$ cat config.mk
export PLATFORM = sky130hd
export DESIGN_NAME = convolution_seq
export DESIGN_NICKNAME = d
export VERILOG_FILES = /design/src/rtl/conv_pkg.sv /design/src/rtl/conv_bounds.sv /design/src/rtl/convolution_seq.sv
export SDC_FILE = /design/constraint.sdc
export NUM_CORES = 1
export LEC_CHECK = 0
export CAP_MARGIN = 15
export CORE_MARGIN = 1.5
export CORE_UTILIZATION = 49
export DETAILED_ROUTE_END_ITERATION = 10
export GPL_ROUTABILITY_DRIVEN = 0
export HOLD_SLACK_MARGIN = 0.1
export PLACE_DENSITY = 0.77
export SYNTH_ARGS = -nofsm -noshare
export SYNTH_HDL_FRONTEND = slang
export SYNTH_SLANG_ARGS = --single-unit
$ cat constraint.sdc
create_clock -name clk -period 3.4 [get_ports clk]
set_input_delay 0.68 -clock clk [delete_from_list [all_inputs] [get_ports clk]]
set_output_delay 0.68 -clock clk [all_outputs]
set_load 0.02 [all_outputs]
$ cat src/rtl/conv_pkg.sv
// ---------------------------------------------------------------------------
// conv_pkg
// Shared definitions for the 1-D convolution sequencer.
//   conv_state_t : sequencer FSM states
//   CONV_DW      : default width of the index/size fields
//   conv_len_f   : output length N+M-1 of a linear convolution
// ---------------------------------------------------------------------------
package conv_pkg;

    localparam int CONV_DW = 5;

    typedef enum logic [2:0] {
        IDLE  = 3'd0,
        INIT  = 3'd1,
        MAC   = 3'd2,
        DRAIN = 3'd3,
        WRITE = 3'd4,
        DONE  = 3'd5
    } conv_state_t;

    // Number of output samples of x (length n) convolved with h (length m).
    // Callers guarantee n and m are both non-zero.
    function automatic int unsigned conv_len_f(input int unsigned n,
                                               input int unsigned m);
        return n + m - 1;
    endfunction

endpackage

$ cat src/rtl/conv_bounds.sv
// ---------------------------------------------------------------------------
// conv_bounds
// Combinational overlap window of output sample i for x of length n and h of
// length m: j runs from j_lo to j_hi inclusive.
//   i    in  DATA_WIDTH+1  outer index
//   n    in  DATA_WIDTH    length of x (non-zero while in use)
//   m    in  DATA_WIDTH    length of h (non-zero while in use)
//   j_lo out DATA_WIDTH    first inner index, (i >= m) ? i-m+1 : 0
//   j_hi out DATA_WIDTH    last inner index,  (i < n)  ? i     : n-1
// ---------------------------------------------------------------------------
module conv_bounds
    import conv_pkg::*;
#(
    parameter int DATA_WIDTH = CONV_DW
) (
    input  logic [DATA_WIDTH:0]   i,
    input  logic [DATA_WIDTH-1:0] n,
    input  logic [DATA_WIDTH-1:0] m,
    output logic [DATA_WIDTH-1:0] j_lo,
    output logic [DATA_WIDTH-1:0] j_hi
);

    localparam logic [DATA_WIDTH-1:0] ONE_DW = DATA_WIDTH'(1);

    logic [DATA_WIDTH:0] n_ext;
    logic [DATA_WIDTH:0] m_ext;

    assign n_ext = {1'b0, n};
    assign m_ext = {1'b0, m};

    // Both results are below n, so the low DATA_WIDTH bits of i are enough:
    // modular subtraction on the truncated value yields the exact result.
    assign j_lo = (i >= m_ext) ? (i[DATA_WIDTH-1:0] - m + ONE_DW) : '0;
    assign j_hi = (i <  n_ext) ? i[DATA_WIDTH-1:0] : (n - ONE_DW);

endmodule

$ cat src/rtl/convolution_seq.sv
// ---------------------------------------------------------------------------
// convolution_seq
// Address/strobe sequencer for y[i] = sum_j x[j]*h[i-j].
// For every output sample: INIT (clear accumulator), one MAC cycle per j in
// the overlap window, DRAIN (last product accumulates), WRITE (store y[i]).
//   clk        in   system clock
//   rstn       in   asynchronous active-low reset
//   start_i    in   start request, honoured only in IDLE
//   sizex_i    in   length N of x, latched on accepted start
//   sizeh_i    in   length M of h, latched on accepted start
//   busy_o     out  run in progress (INIT..DONE)
//   done_o     out  one-cycle completion pulse
//   rd_en_o    out  X/H read strobe
//   addr_x_o   out  x address (j), held outside MAC
//   addr_h_o   out  h address (i-j), held outside MAC
//   j_o        out  current inner index
//   acc_clr_o  out  accumulator clear
//   mac_en_o   out  accumulate enable (rd_en_o delayed one cycle)
//   y_we_o     out  Y write strobe
//   addr_y_o   out  y address (i), meaningful while y_we_o is high
// ---------------------------------------------------------------------------
module convolution_seq
    import conv_pkg::*;
#(
    parameter int DATA_WIDTH = CONV_DW
) (
    input  logic                  clk,
    input  logic                  rstn,
    input  logic                  start_i,
    input  logic [DATA_WIDTH-1:0] sizex_i,
    input  logic [DATA_WIDTH-1:0] sizeh_i,
    output logic                  busy_o,
    output logic                  done_o,
    output logic                  rd_en_o,
    output logic [DATA_WIDTH-1:0] addr_x_o,
    output logic [DATA_WIDTH-1:0] addr_h_o,
    output logic [DATA_WIDTH-1:0] j_o,
    output logic                  acc_clr_o,
    output logic                  mac_en_o,
    output logic                  y_we_o,
    output logic [DATA_WIDTH:0]   addr_y_o
);

    localparam logic [DATA_WIDTH-1:0] ONE_DW = DATA_WIDTH'(1);
    localparam logic [DATA_WIDTH:0]   ONE_I  = (DATA_WIDTH+1)'(1);

    conv_state_t state_reg, state_next;

    logic [DATA_WIDTH:0]   i_reg, i_next;
    logic [DATA_WIDTH-1:0] j_reg, j_next;
    logic [DATA_WIDTH-1:0] h_reg, h_next;   // tracks i-j alongside j
    logic [DATA_WIDTH-1:0] n_reg, n_next;
    logic [DATA_WIDTH-1:0] m_reg, m_next;
    logic                  mac_en_reg;

    logic [DATA_WIDTH-1:0] j_lo;
    logic [DATA_WIDTH-1:0] j_hi;
    logic                  sizes_zero;
    logic                  last_i;
    logic                  last_j;

    conv_bounds #(
        .DATA_WIDTH (DATA_WIDTH)
    ) u_bounds (
        .i    (i_reg),
        .n    (n_reg),
        .m    (m_reg),
        .j_lo (j_lo),
        .j_hi (j_hi)
    );

    assign sizes_zero = (sizex_i == '0) || (sizeh_i == '0);
    assign last_j     = (j_reg == j_hi);
    // Last output index is N+M-2; only evaluated in WRITE, where N,M >= 1.
    assign last_i     = (i_reg == (DATA_WIDTH+1)'(conv_len_f(32'(n_reg), 32'(m_reg)) - 32'd1));

    // ---------------- state register ----------------
    always_ff @(posedge clk or negedge rstn) begin
        if (!rstn) begin
            state_reg <= IDLE;
        end else begin
            state_reg <= state_next;
        end
    end

    // ---------------- next-state logic ----------------
    always_comb begin
        state_next = state_reg;
        case (state_reg)
            IDLE:    if (start_i) state_next = sizes_zero ? DONE : INIT;
            INIT:    state_next = MAC;
            MAC:     if (last_j) state_next = DRAIN;
            DRAIN:   state_next = WRITE;
            WRITE:   state_next = last_i ? DONE : INIT;
            DONE:    state_next = IDLE;
            default: state_next = IDLE;
        endcase
    end

    // ---------------- output logic ----------------
    always_comb begin
        busy_o    = 1'b0;
        done_o    = 1'b0;
        rd_en_o   = 1'b0;
        acc_clr_o = 1'b0;
        y_we_o    = 1'b0;
        case (state_reg)
            INIT:  begin busy_o = 1'b1; acc_clr_o = 1'b1; end
            MAC:   begin busy_o = 1'b1; rd_en_o   = 1'b1; end
            DRAIN: begin busy_o = 1'b1; end
            WRITE: begin busy_o = 1'b1; y_we_o    = 1'b1; end
            DONE:  begin busy_o = 1'b1; done_o    = 1'b1; end
            default: ;
        endcase
    end

    // ---------------- index datapath ----------------
    // j and i-j are loaded on the INIT->MAC edge and only step inside MAC, so
    // the read addresses naturally hold their last values in other states.
    always_comb begin
        i_next = i_reg;
        j_next = j_reg;
        h_next = h_reg;
        n_next = n_reg;
        m_next = m_reg;
        case (state_reg)
            IDLE: begin
                if (start_i) begin
                    n_next = sizex_i;
                    m_next = sizeh_i;
                    i_next = '0;
                end
            end
            INIT: begin
                j_next = j_lo;
                h_next = i_reg[DATA_WIDTH-1:0] - j_lo;
            end
            MAC: begin
                if (!last_j) begin
                    j_next = j_reg + ONE_DW;
                    h_next = h_reg - ONE_DW;
                end
            end
            WRITE: begin
                if (!last_i) i_next = i_reg + ONE_I;
            end
            default: ;
        endcase
    end

    always_ff @(posedge clk or negedge rstn) begin
        if (!rstn) begin
            i_reg      <= '0;
            j_reg      <= '0;
            h_reg      <= '0;
            n_reg      <= '0;
            m_reg      <= '0;
            mac_en_reg <= 1'b0;
        end else begin
            i_reg      <= i_next;
            j_reg      <= j_next;
            h_reg      <= h_next;
            n_reg      <= n_next;
            m_reg      <= m_next;
            // Memory data arrives one cycle after the read strobe.
            mac_en_reg <= rd_en_o;
        end
    end

    assign addr_x_o = j_reg;
    assign j_o      = j_reg;
    assign addr_h_o = h_reg;
    assign addr_y_o = i_reg;
    assign mac_en_o = mac_en_reg;

endmodule

# Yosys cells after proc, flatten, opt, wreduce, memory -nomap -nowiden
# Cells that the tools add are included.
[op_classes]
n_addsub = 10
order_cmp = 2
n_eq_ne = 11
n_mux = 19
n_reduce_logical = 11
[op_table]
columns = ["cell", "count"]
rows = [
  ["$mux W5", 4],
  ["$pmux W5 S2", 2],
  ["$pmux W3 S5", 1],
  ["$mux W3", 4],
  ["$mux W6", 2],
  ["$pmux W6 S2", 1],
  ["$add A5 B1 Y5 const B", 2],
  ["$logic_not A5 Y1", 2],
  ["$sub A5 B1 Y5 const B", 2],
  ["$sub A5 B5 Y5", 2],
  ["$ne A2 B2 Y1 const B", 4],
  ["$add A5 B5 Y6", 1],
  ["$add A6 B1 Y6 const B", 1],
  ["$eq A3 B2 Y1 const B", 2],
  ["$eq A3 B3 Y1 const B", 2],
  ["$eq A6 B6 Y1", 1],
  ["$ge A6 B5 Y1", 1],
  ["$lt A6 B5 Y1", 1],
  ["$reduce_and A2 Y1", 3],
  ["$sub A6 B1 Y6 const B", 1],
  ["$sub A6 B2 Y6 const B", 1],
  ["$eq A5 B5 Y1", 1],
  ["$mux W1", 5],
  ["$reduce_or A5 Y1", 1],
  ["other kinds (5)", 6],
]
[word_totals]
ff_bits = 30
in_bits = 13
output_inout_bits = 27

# Depth between registers and ports, before layout
# Gate-level depths: netlist (run 1).
[logic_depth]
word_depth = 6
mapped_depth = 16

# Modules after synthesis
# Synthesis (run 1) repeated with hierarchy kept, for this count alone.
[hier_totals]
cells_unflattened = 318
hier_area_um2 = 2733.9
[modules_own_cells]
columns = ["module", "instances", "cells_each", "area_per_inst_um2", "seq_area_each_um2"]
rows = [
  ["convolution_seq", 1, 256, 2218.4, 750.7],
  ["conv_bounds", 1, 62, 515.5, 0.0],
]

# Worst setup path before layout (run 1)
# Ideal clock, no wire load.
[synth_timing]
path_type = "register -> register"
start = "register i_reg[0] (netlist: addr_y_o[0])"
end = "register h_reg[4] (netlist: addr_h_o[4])"
arrival_ns = 3.296
required_time_ns = 3.267
slack_ns = -0.028
stages_incl_launch_ff = 17
path_buffers = 0
cell_sequence = "dfrtp_1 -> inv_1 -> ha_1 -> nand2b_1 -> a21o_1 -> a31oi_1 -> o21ai_0 -> and2_1 -> ha_1 -> inv_1 -> fa_1 -> a21o_1 -> a21oi_1 -> xor2_1 -> xnor2_1 -> o32a_1 -> o211ai_1"
[synth_via]
elab_chain_len = 5
word_cells_on_any_way = 11
classes_between = "add/sub: 3; order compare: 2; eq/ne: 2; mux: 3; reduce/logical: 1"
[synth_rtl]
columns = ["item", "line_no", "text"]
rows = [
  ["start: declaration", "convolution_seq.sv:49", "logic [DATA_WIDTH:0] i_reg, i_next;"],
  ["start signal: assignment", "convolution_seq.sv:160", "i_reg <= i_next;"],
  ["$sub A5 B5 Y5 / $lt A6 B5 Y1 (equally long branches)", "conv_bounds.sv:33, conv_bounds.sv:34", ""],
  ["$add A5 B1 Y5 / $mux W5 (equally long branches)", "conv_bounds.sv:33, conv_bounds.sv:34", ""],
  ["$mux W5 / $eq A5 B5 Y1 (equally long branches)", "conv_bounds.sv:33, convolution_seq.sv:73", ""],
  ["$sub A5 B5 Y5 / $ne A2 B2 Y1 (equally long branches)", "n/a", ""],
  ["$pmux W5 S2 / $reduce_and A2 Y1 (equally long branches)", "n/a", ""],
  ["end signal: assignment", "convolution_seq.sv:162", "h_reg <= h_next;"],
  ["end: declaration", "convolution_seq.sv:51", "logic [DATA_WIDTH-1:0] h_reg, h_next;"],
]
# Parallel ways exist; a longest one is shown, timed or not.
# A chain may end at the register's enable or synchronous reset.

# Worst setup path in the final report (run 1)
# Ends and elaborated chain as after synthesis.

==> impl_metrics.toml, run 1 <==
[worst_setup_path]
worst_ep_arrival_time_ps = 3330
cp.required_ps = 3550
worst-setup-path-type = "reg2reg"
path_cells = "inv_1 -> ha_1 -> nand2b_1 -> a21o_1 -> a31oi_1 -> o21ai_1 -> and2_1 -> ha_1 -> inv_1 -> fa_1 -> a21o_1 -> a21oi_1 -> xor2_1 -> xnor2_1 -> o32a_1 -> o211ai_1"
start_kind = "flop"
path_delay_family = "compound AO/OA/AOI/OAI gates"
critPathBufInv = 2
slowest_delay_ps = 430
crit_fanout = 5
end_kind = "flop"
crit_slowest_cell = "fa_1"

[yosys]
syn_area_sq_mm = 0.002602
synthFlopType = "dfrtp_1"
async_flop_share_pct = 100.0
yosys.area.top_type = "dfrtp_1"
ys_top_cells_by_count = "inv_1 (37), ha_1 (31), dfrtp_1 (30)"
synth_top_area_share_pct = 28.85
synth_most_common_cell = "inv_1"
netlist_instances = 301
yosysWarnings = 0
avgSynthCellArea_sq_um = 8.646
synth_edf_count = 0
synth.area.top_cells = "dfrtp_1 (29%), ha_1 (15%), xnor2_1 (6.1%)"
synthesis.nets = 349
seq_area_frac_synth_pct = 28.85
ys_ff_latch = 30
yosysUniqueCellTypes = 50

[die]
start_util_pct = 50.96
fp.dieArea_sq_mm = 0.005758
core_region_area_sq_mm = 0.005107
boundaryPins = 40
floorplan.die.height_microns = 75.88
num_rows = 26
die_w_microns = 75.88

[sta]
fin_setup_tns_ps = 0
setup_viol = 0
period_minus_slack_ps = 3177
worstMarginPinSlew_ps = 419.0
hold_violations = 0
finalMaxSlewViolations = 0
finalClockSkew_ps = 4.130
slew_headroom_pct = 72.06
post-route-period-util_pct = 93.43
max_freq_mhz = 314.8
rsz0062_at_grt = "false"

[power_and_ir_drop]
seqPwrFrac_pct = 20.7
power_switching_mw = 1.626
switching_share_pct = 47.76
power.internal_mw = 1.779
pwr-share-comb_pct = 70.5
power.density_mw_per_mm2 = 1073
p_leak_nw = 1.457
p_clk_share_pct = 8.8
peakVddDrop_mv = 0.4660

[global_route]
grt_pass1_vias = 2212
grt_max_degree = 31
antenna_found_initial = 0
grt_first_pass_wirelength_microns = 10720
globalRoute.totalOverflow = 0
grt_use_total_pct = 25.04

[route]
firstDrtPassIters = 4
routedWlPerCell_microns = 15.94
drtIter0Drc = 158
via_per_inst = 5.627
ant_nets = 0
drc_errors = 0
drt-total-wl_microns = 6582
via_count = 2324

[flow_run]
cap_violations = 0

[clock_tree]
clockBufferDepth = 2
cts_tree = "done"
postCtsSetupBuffers = 0
htree_levels = 2
clk_latency_ps = 290
root_buffer = "clkbuf_8"
path_clk_slew_ps = 60
cts_buffers = 5
clkSinkCount = 30
cts_resized = 0
cts_hold_buf = 0

[final_layout]
syn2layout_area_growth_pct = 21.92
drive_gt1_share_pct = 6.414
nNetsFinal = 390
largest_reg_flops = 6
stdcell_count = 413
num_antenna_cells = 0

[outcome]
outcome = "complete, no violations"

[place]
place_inst = 405
portBuffers = 39
dp_hpwl_microns = 5034

[min_path]
hold_path_class = "reg2reg"
-- cells in the final DEF, fill, tap and decap left out, drive strengths merged, types with 2 or more instances in the layout --
master,count
clkdlybuf4s50,39
inv,38
ha,31
dfrtp,30
nand2,29
o21ai,19
xnor2,18
nor2,13
a21oi,13
buf,9
a21o,8
nand3,8
xor2,7
clkbuf,7
nor3,6
a211oi,5
or3,4
and2,4
nand4,4
or4,4
fa,4
a31oi,3
and3,3
mux2i,3
o211ai,3
nand2b,2
and4,2
a32o,2
o2111a,2
o311ai,2
a21boi,2
o221a,2
a32oi,2
o22ai,2
-- final timing paths --
path | from | endpoint | slack [ps] | depth (start not counted)
min in group asynchronous | rstn | state_reg[0] | 770 | 2
hold / removal | m_reg[4] | m_reg[4] | 570 | 2
max in group asynchronous | rstn | addr_h_o[4] | 2330 | 2
setup reg to reg | addr_y_o[0] | addr_h_o[4] | 220 | 16
setup / recovery | addr_y_o[0] | addr_h_o[4] | 220 | 16
hold reg to reg | m_reg[4] | m_reg[4] | 570 | 2
-- through the flow --
stage	hold slack (ps)	setup slack, ps	power [mW]	instance area (sq um)	util, %
finish	570.4	223.3	3.405	3173	62.13
global route	626.4	18.50	3.737	3173	62.13
CTS	577.7	240.5	3.412	3173	62.13
detailed placement	562.9	270.5	3.091	3082	60.34
global placement	555.1	405.5	3.009	3082	60.34
floorplan	384.4	92.82	2.420	2603	-
-- layer usage --
layer	up-vias	track usage, %	wire, microns	part of all wire [%]
met5	-	0	0	0
met4	0	5.754	87	1.3
met3	7	4.233	309	4.7
met2	59	41.26	3139	48
met1	1115	34.40	3045	46
li1	1143	-	-	-
-- power by group through the flow --
| stage | Sequential (mW) | Clock [mW] | Combinational (mW) |
|---|---|---|---|
| after floorplan | 0.722 | 0 | 1.70 |
| after global placement | 0.696 | 0 | 2.31 |
| after detailed placement | 0.703 | 0 | 2.39 |
| after CTS | 0.700 | 0.305 | 2.41 |
| after global routing | 0.727 | 0.323 | 2.69 |
| final | 0.705 | 0.300 | 2.40 |
-- cells by family after synthesis --
kind of cell | count (synthesis) | share of synthesized area (%)
AOI/OAI and AO/OA | 73 | 19.47
and+or+nand+nor | 83 | 15.87
muxes | 3 | 1.154
xor gates and xnor gates | 25 | 8.413
buffers and inverters | 52 | 8.269
DFF | 30 | 28.85
adders and majority gates | 35 | 17.98
-- tightest hold or removal path, delay by kind of cell, from the launching register on --
family / cells / cell delay (ps)
flip-flops: 1 / 320
AO/OA/AOI/OAI: 1 / 150
buffers and inverters: 1 / 70
-- layout make-up --
type                    instances  area [sq um]
inverters                      38         142.6
flip-flops and latches         30         750.7
clock inverters                 1         5.005
repair buffers                 48         457.9
fillers                       462          1934
clock buffers                   7         86.33
multi-input cells             219          1643
well taps                      70         87.58
(Power assumes the default switching activity.)
==> run 2: changes to the inputs <==
--- a/config.mk
+++ b/config.mk
@@ -12,6 +12,7 @@
 export GPL_ROUTABILITY_DRIVEN = 0
 export HOLD_SLACK_MARGIN = 0.1
 export PLACE_DENSITY = 0.77
+export SLEW_MARGIN = 20
 export SYNTH_ARGS = -nofsm -noshare
 export SYNTH_HDL_FRONTEND = slang
 export SYNTH_SLANG_ARGS = --single-unit
==> results of run 2 <==
Final layout, timing and power as in run 1 (identical DEF).
==> run 3: changes to the inputs <==
--- a/config.mk
+++ b/config.mk
@@ -5,7 +5,6 @@
 export SDC_FILE = /design/constraint.sdc
 export NUM_CORES = 1
 export LEC_CHECK = 0
-export CAP_MARGIN = 15
 export CORE_MARGIN = 1.5
 export CORE_UTILIZATION = 49
 export DETAILED_ROUTE_END_ITERATION = 10
==> results of run 3 <==
Final layout, timing and power as in run 1 (identical DEF).
